### src/rtl/aes_block_loader.sv
// Plaintext staging for the AES datapath: packs 32-bit words into 128-bit blocks,
// queues them in a small FIFO and tracks the last delivered block and a delivery count.
module aes_block_loader #(
    parameter int DEPTH = 2,
    parameter int CNT_W = 32
) (
    input  logic              clk,
    input  logic              rst,
    input  logic              in_valid,
    output logic              in_ready,
    input  logic [31:0]       in_word,
    input  logic              in_last,
    output logic              out_valid,
    input  logic              out_ready,
    output logic [127:0]      out_block,
    output logic [127:0]      state,
    output logic [CNT_W-1:0]  blk_count,
    output logic              err_frame
);

    localparam int AW = $clog2(DEPTH);

    logic [1:0]       idx_q, idx_d;
    logic [95:0]      asm_q, asm_d;
    logic [AW:0]      wr_ptr_q, rd_ptr_q;
    logic [127:0]     mem_q [DEPTH];
    logic [127:0]     state_q;
    logic [CNT_W-1:0] cnt_q;
    logic             err_q;

    logic             fifo_empty, fifo_full;
    logic             accept, at_last_idx, push, pop, frame_err;
    logic [127:0]     push_block;

    assign fifo_empty  = (wr_ptr_q == rd_ptr_q);
    assign fifo_full   = (wr_ptr_q[AW] != rd_ptr_q[AW]) &&
                         (wr_ptr_q[AW-1:0] == rd_ptr_q[AW-1:0]);

    // Only the final word of a block needs FIFO space; earlier words always fit.
    assign in_ready    = (idx_q != 2'd3) || !fifo_full;
    assign accept      = in_valid && in_ready;
    assign at_last_idx = (idx_q == 2'd3);
    assign push        = accept && at_last_idx && in_last;
    assign frame_err   = accept && (in_last != at_last_idx);
    assign push_block  = {asm_q, in_word};

    assign out_valid   = !fifo_empty;
    assign out_block   = fifo_empty ? '0 : mem_q[rd_ptr_q[AW-1:0]];
    assign pop         = out_valid && out_ready;

    assign state       = state_q;
    assign blk_count   = cnt_q;
    assign err_frame   = err_q;

    always_comb begin
        idx_d = idx_q;
        asm_d = asm_q;
        if (accept) begin
            if (in_last || at_last_idx) begin
                idx_d = 2'd0;
            end else begin
                idx_d = idx_q + 2'd1;
                case (idx_q)
                    2'd0:    asm_d[95:64] = in_word;
                    2'd1:    asm_d[63:32] = in_word;
                    2'd2:    asm_d[31:0]  = in_word;
                    default: ;
                endcase
            end
        end
    end

    generate
        for (genvar gi = 0; gi < DEPTH; gi++) begin : g_entry
            always_ff @(posedge clk or posedge rst) begin
                if (rst) begin
                    mem_q[gi] <= '0;
                end else if (push && (wr_ptr_q[AW-1:0] == AW'(gi))) begin
                    mem_q[gi] <= push_block;
                end
            end
        end
    endgenerate

    always_ff @(posedge clk or posedge rst) begin
        if (rst) begin
            idx_q    <= '0;
            asm_q    <= '0;
            wr_ptr_q <= '0;
            rd_ptr_q <= '0;
            state_q  <= '0;
            cnt_q    <= '0;
            err_q    <= 1'b0;
        end else begin
            idx_q <= idx_d;
            asm_q <= asm_d;
            if (push) begin
                wr_ptr_q <= wr_ptr_q + 1'b1;
            end
            if (pop) begin
                rd_ptr_q <= rd_ptr_q + 1'b1;
                state_q  <= out_block;
                cnt_q    <= cnt_q + 1'b1;
            end
            if (frame_err) begin
                err_q <= 1'b1;
            end
        end
    end

endmodule

### config.mk
export PLATFORM = sky130hd
export DESIGN_NAME = aes_block_loader
export DESIGN_NICKNAME = d
export VERILOG_FILES = /design/src/rtl/aes_block_loader.sv
export SDC_FILE = /design/constraint.sdc
export NUM_CORES = 1
export LEC_CHECK = 0
export CAP_MARGIN = 15
export CORE_ASPECT_RATIO = 0.8
export CORE_MARGIN = 5
export CORE_UTILIZATION = 45
export DETAILED_ROUTE_END_ITERATION = 10
export PLACE_DENSITY = 0.69
export RECOVER_POWER = 50
export SYNTH_ARGS = -nofsm -noshare
export SYNTH_HDL_FRONTEND = slang
export SYNTH_SLANG_ARGS = --single-unit
### constraint.sdc
create_clock -name clk -period 37.7 [get_ports clk]
set_clock_uncertainty 0.1 [all_clocks]
set_input_delay 3.77 -clock clk [delete_from_list [all_inputs] [get_ports clk]]
set_output_delay 3.77 -clock clk [all_outputs]
set_load 0.05 [all_outputs]
==> results of run 1 <==
## layout by cell type (no fill, tap or decap), types with 2 or more instances in the layout
master and n:
and2_1 2, and3_1 5, and4_1 6, buf_4 7, clkbuf_1 16, clkbuf_16 53
clkbuf_8 17, clkdlybuf4s50_1 186, clkinv_2 7, clkinvlp_4 2, dfrtp_1 518, dlygate4sd3_1 141
ha_1 6, inv_1 6, mux2_1 32, mux2_2 239, mux2_4 81, mux2i_1 129
nand2_1 145, nand3_1 13, nand4_1 12, nor2_1 132, nor3_1 2, o21ai_0 130
xnor2_1 30, xor2_1 7
## how the worst max path moves through the flow
stage	end	depth (start not counted)	slack (ns)
2_1_floorplan	asm_q[0]$_DFFE_PP0P_	1	19.33
3_3_place_gp	out_block[72]	5	30.19
3_5_place_dp	out_block[13]	5	30.06
4_1_cts	out_block[13]	5	29.42
5_1_grt	state[67]$_DFFE_PP0P_	4	25.22
6_report	asm_q[12]$_DFFE_PP0P_	4	26.87
## cell families after synthesis
group / synth area share (%)
flip-flops: 60.2
multiplexers: 26.2
adder cells (fa/ha/maj): 0.348
buffers and inverters: 2.45
XOR/XNOR: 1.50
AND/OR/NAND/NOR: 6.10
AO/OA/AOI/OAI: 3.19
## synth_stat cells
cell | n | area (um^2)
dfrtp_1 | 519 | 13000
mux2_2 | 237 | 2670
nand2_1 | 145 | 544
nor2_1 | 133 | 499
o21ai_0 | 130 | 651
mux2i_1 | 129 | 1290
mux2_4 | 109 | 1640
clkbuf_1 | 53 | 199
xnor2_1 | 30 | 263
buf_2 | 26 | 130
buf_6 | 13 | 146
nand3_1 | 13 | 65.1
nand4_1 | 12 | 75.1
inv_1 | 7 | 26.3
xor2_1 | 7 | 61.3
and4_1 | 6 | 52.6
buf_1 | 6 | 22.5
ha_1 | 6 | 75.1
mux2_1 | 6 | 67.6
and3_1 | 5 | 31.3
and2_1 | 3 | 18.8
a21o_1 | 1 | 7.51
a31oi_4 | 1 | 21.3
inv_2 | 1 | 3.75
nor3_1 | 1 | 5.00
nor3_2 | 1 | 10.0
nor3b_1 | 1 | 7.51
o2111ai_1 | 1 | 8.76
or2_4 | 1 | 8.76
## layer usage
layer	up-vias	part of all wire (%)	global-route usage [%]
li1	6109	-	-
met1	6753	44	26.2
met2	254	50	32.7
met3	65	4.3	3.32
met4	0	1.8	4.84
met5	-	0	0
## critical path: cells and delay by family
kind / cells / cell delay [ns]
buf+inv: 4 / 6.86
## per-stage QoR
| stage | utilization [%] | total power (W) | cells |
|---|---|---|---|
| floorplan | - | 0.00160 | 1603 |
| global placement | 53.5 | 0.00192 | 2465 |
| detailed placement | 53.5 | 0.00195 | 2465 |
| CTS | 57.0 | 0.00246 | 2555 |
| global route | 56.7 | 0.00253 | 2556 |
| finish | 56.7 | 0.00241 | 2556 |
## layout make-up
| type | count | share of cell area (%) |
|---|---|---|
| multi-input cells | 978 | 29.7 |
| clock buffers | 80 | 5.96 |
| repair buffers | 341 | 12.6 |
| clock inverters | 10 | 0.299 |
| flip-flops and latches | 519 | 48.5 |
| well taps | 620 | 2.90 |
| inverters | 8 | 0.117 |
## sequential cells by signal, summed over array words and instances (netlist names)
register   flops
mem_q        256
state        128
asm_q         96
blk_count     32
idx_q          2
rd_ptr_q       2
wr_ptr_q       2
err_frame      1
## where the power goes
group | internal, W | switching (W) | total [W]
logic | 0.000368 | 0.000665 | 0.00103
clock network | 0.000296 | 0.000211 | 0.000507
registers | 0.000747 | 0.000119 | 0.000866
total | 0.00141 | 0.000994 | 0.00241
==> metrics.txt, run 1 <==
# setup viols final=0; register area share after synthesis=between 60 and 70%; n_diodes=0; Slowest-stage cell, CP=clkbuf_1; CP max FO=between 150 and 200; I/O pin count=328; synth-to-layout area growth=24.1%; DR iter-0 viols=slightly below 600; DR pass1 iterations=6; Fill cells=3900; Num CTS Buffers=51; DRC Markers=0; DIE HEIGHT=206 um; Detail Route Antenna Nets=0; Post-Syn Instances=between 1500 and 2000; Tot GR Track Use=approximately a fifth; Nets=around 1900; largest net degree at the start of global routing=between 150 and 200; Hold EP=err_frame$_DFFE_PP0P_; FF+latch count, synth=519; Final Hold Viols=0; largest stage delay on the critical path=3.11 ns; post-synthesis area per instance=roughly 13 um^2; peak supply drop=0.0655 mV; Worst R2R Path Depth=7; critical path endpoint category=asynchronous set/reset pin; global route overflow=0; area of the mapped netlist=21600 um^2; final worst setup slack=about 27 ns; Hold Crit Depth=1; min Tclk post-route=10.83 ns; Bufs on Longest Clock Path=3; die area=~52000 um^2; CTS tree=built; Final period util=28.7%; multi-input logic area=7950 um^2; R2R setup slack=approximately 30 ns; total number of vias=13200; critical path class=in -> async; clock sinks=a little over 500; post-route cell area=approximately 27000 um^2; P per Cell Area=89.8 nW/um^2; Reg clk slew, reported paths=~0.060 ns; Starting Density=45.7%; hold_buf cts=0; Ys Warns=0; # port buffers=327; crit path cell chain=dlygate4sd3_1, clkinvlp_2, clkbuf_1, buf_12; reg2reg end=state[94]$_DFFE_PP0P_; failing checks=capacitance limit, slew limit; total core area=47300 um^2; hold wc startpoint=err_frame$_DFFE_PP0P_; Max Cap Viol=11; Worst EP arrival=approximately 11 ns; Avg Vias per Cell=5.16; Rel. slew slack=-220%; Mapped Nets=1646; wire per inst=about 20 um; status=complete, but fails checks; vias in the first global route=13800; first-pass GRT wire length=roughly 80000 um; Worst Max-Slew Pin Slew=4.77 ns; clk_lat worst skew=just under 0.6 ns; row cnt=71; crit path launch=rst; pre-CTS setup slack=30.06 ns; Setup Fix Bufs, Post-CTS=0; RR Startpoint=rd_ptr_q[0]$_DFFE_PP0P_; CTS root buf=clkbuf_16; final WL=51100 um; Die W=255 um; crit start category=input pin; hold_ws=0.370 ns; Yosys cell types=29; CP required=38.09 ns; H-tree levels=2; RSZ-0062 raised after global routing=false; share of cells above drive strength 1=a little over a fifth; Resized cells post-CTS=0; Fmax=0.0923 GHz; max-slew violation count=677; Fin Setup TNS=0 ns; antenna violations before repair=0; placed cell area=25300 um^2; Final Wtd Congestion=a little under 0.8; DPL Wire Length=33700 um; Hold WC Path Type=reg -> reg; Storage cell area=13000 um^2; Leakage Power=about 13 nW
Note: power is estimated with default switching activity, not from simulation.
==> run 2: changes to the inputs <==
- clock period: 37.7 -> 10.9 ns (I/O delays scaled with it)
==> run 2 against run 1 <==
The run still ends with capacitance limit, slew limit left. Worst setup slack worse by 23 ns. Combinational power rose to 3.5 times the previous value. Non-clock buffer count increased by 1. Critical path depth rose by 2. Register-to-register slack worse by 25 ns. Power grew to 3.5 times the previous value. Via count increased by 0.30%. Global-route usage grew 0.23 points. Largest cell class unchanged.
==> metrics.txt, run 2 (synthesis gave the netlist of run 1 again) <==
Top reg by flops=mem_q; Starting Density=45.7% (unchanged); Fmax=between 0.15 and 0.2 GHz; hold_buf cts=0 (unchanged); H-tree levels=2 (unchanged); most frequent cells in the layout=519 x dfrtp_1, 237 x mux2_2, 165 x clkdlybuf4s50_1; Pint=0.00494 W (+250%); Fin Setup TNS=0 ns (unchanged); I/O pin count=328 (unchanged); Bufs on Longest Clock Path=3 (unchanged); Resized cells post-CTS=0 (unchanged); largest net degree at the start of global routing=184 (-3.7%); RR Startpoint=rd_ptr_q[0]$_DFFE_PP0P_; CP max FO=79 (-58%); commonest non-fill, non-tap cell in the layout=dfrtp_1; DR WL met2=24900 um (-2.3%); Final period util=around three fifths; clock share of power=21.6% (+0.5 points); DR pass1 iterations=5 (-1); share of cells above drive strength 1=21.2% (-0.12 points); first-pass GRT wire length=81600 um (+1.4%); cell family with most CP delay=flip-flops; Setup Fix Bufs, Post-CTS=0 (unchanged); # setup viols final=0 (unchanged); total core area=47300 um^2 (unchanged); Leakage Power=13.3 nW (+0.88%); Metal-1 WL=22900 um (+1.7%); vias in the first global route=14200 (+2.7%); Reg clk slew, reported paths=0.06 ns (about the same); crit start category=register; Nets=1944 (+0.10%); Hold Crit Depth=2 (+1); hold wc startpoint=state[120]$_DFFE_PP0P_; Worst EP arrival=5.46 ns (-5.76 ns); failing checks=capacitance limit, slew limit; DIE HEIGHT=206 um (unchanged); largest stage delay on the critical path=1.96 ns (-1.15 ns); Final Hold Viols=0 (unchanged); row cnt=71 (unchanged); hold_ws=0.370 ns (+0.000284 ns); wire per inst=20.0 um (-0.14%); Sw Ratio=41.1% (-0.21 points); Worst R2R Path Depth=8 (+1); P per Cell Area=312 nW/um^2 (+250%); WP buf/inv=3 (-1); Detail Route Antenna Nets=0 (unchanged); clock sinks=519 (unchanged); min Tclk post-route=6.65 ns; DRC Markers=0 (unchanged); synth-to-layout area growth=24.6%; DR iter-0 viols=616 (+3.2%); global route overflow=0 (unchanged); Num CTS Buffers=52 (+2.0%); CP required=9.71 ns (-28.38 ns); Gate power share=42.6% (-0.3 points); total number of vias=13200 (+0.30%); Avg Vias per Cell=5.16 (about the same); Slowest-stage cell, CP=dfrtp_1; Critical Path Stages=6 (+2); antenna violations before repair=0 (unchanged); Hold WC Path Type=reg -> reg; reg2reg end=state[25]$_DFFE_PP0P_; R2R setup slack=4.99 ns (-25.35 ns); CTS tree=built; crit path cell chain=xor2_1, nor2_4, buf_12, buf_4, nor2_1, clkdlybuf4s50_1; critical path class=reg -> out; Fill cells=3889 (-0.28%); Die W=255 um (unchanged); final WL=51200 um (+0.13%); Tot GR Track Use=19.6% (+0.23 points); RSZ-0062 raised after global routing=false; peak supply drop=0.236 mV (+260%); Worst Max-Slew Pin Slew=3.51 ns (-1.26 ns); max FFs per register=256 (unchanged); Reg power frac=35.8% (-0.2 points); clk_lat worst skew=0.59 ns (about the same); Hold EP=state[120]$_DFFE_PP0P_; Max Cap Viol=7 (-4); max-slew violation count=291 (-57%); Final Wtd Congestion=0.791 (about the same); met3 wire len=2370 um (+7.2%); CTS root buf=clkbuf_16; Highest Signal Layer=met4; # port buffers=327 (unchanged); critical path endpoint category=output pin; DPL Wire Length=33900 um (+0.52%); status=complete, but fails checks; die area=52500 um^2 (unchanged); Rel. slew slack=-134% (+86 points); Sw Pwr=0.00345 W (+250%)
## run 2: cell types whose count changed in the layout (fill, tap and decap cells not counted), sizes merged, moves of 2 or more
cell / previous run / this run
buf: 8 / 13
bufinv: 1 / 4
clkbuf: 86 / 83
clkdlybuf4s50: 186 / 165
clkinvlp: 3 / 1
dlygate4sd3: 141 / 162
inv: 7 / 9
## run 2: stage by stage
stage,area [um^2],std cells,util (%),total power [W],setup slack (ns)
floorplan,21600,1603,-,0.00555,2.66
global placement,25300,2466,53.5,0.00662,5.75
detailed placement,25300,2467,53.6,0.00674,6.08
CTS,27100,2562,57.2,0.00859,5.42
global route,26900,2562,56.9,0.00884,3.84
finish,26900,2563,56.9,0.00839,4.25
## run 2: worst max-delay path by stage
stage | start | to | slack [ns]
3_3_place_gp | rd_ptr_q[0]$_DFFE_PP0P_ | out_block[98] | 5.75
3_5_place_dp | in_valid | mem_q[121]$_DFFE_PP0P_ | 6.08
6_report | rd_ptr_q[0]$_DFFE_PP0P_ | out_block[98] | 4.25
2_1_floorplan | rst | asm_q[0]$_DFFE_PP0P_ | 2.66
4_1_cts | rd_ptr_q[0]$_DFFE_PP0P_ | out_block[98] | 5.42
5_1_grt | rd_ptr_q[0]$_DFFE_PP0P_ | out_block[98] | 3.84
## run 2: worst reg2reg max path, stage by stage, from the launching register on
cell	delay (ns)
dfrtp_1	1.96
xor2_1	0.43
nor2_4	0.48
buf_12	0.27
buf_4	0.71
inv_2	0.17
nand2_4	0.52
buf_4	0.78
o21ai_0	0.34
## run 2: power groups by stage
stage / logic (W) / clock network [W] / registers [W]
floorplan: 0.00216 / 0 / 0.00338
CTS: 0.00371 / 0.00186 / 0.00302
finish: 0.00357 / 0.00181 / 0.00300
detailed placement: 0.00370 / 0 / 0.00305
global placement: 0.00363 / 0 / 0.00299
global route: 0.00381 / 0.00194 / 0.00309
## run 2: layout make-up
class | instances | area (um^2) | area share (%)
sequential | 519 | 13000 | 48.3
multi-input combinational | 978 | 7940 | 29.5
timing repair buffer | 342 | 3420 | 12.7
clock buffer | 81 | 1560 | 5.81
tap | 620 | 776 | 2.88
clock inverter | 14 | 178 | 0.661
inverter | 8 | 31.3 | 0.116
antenna | 1 | 2.50 | 0.00931
## run 2: metal layers
| layer | vias up | GRT usage, % |
|---|---|---|
| met5 | - | 0 |
| met1 | 6773 | 26.4 |
| met4 | 0 | 4.73 |
| met3 | 77 | 3.81 |
| li1 | 6099 | - |
| met2 | 271 | 33.0 |
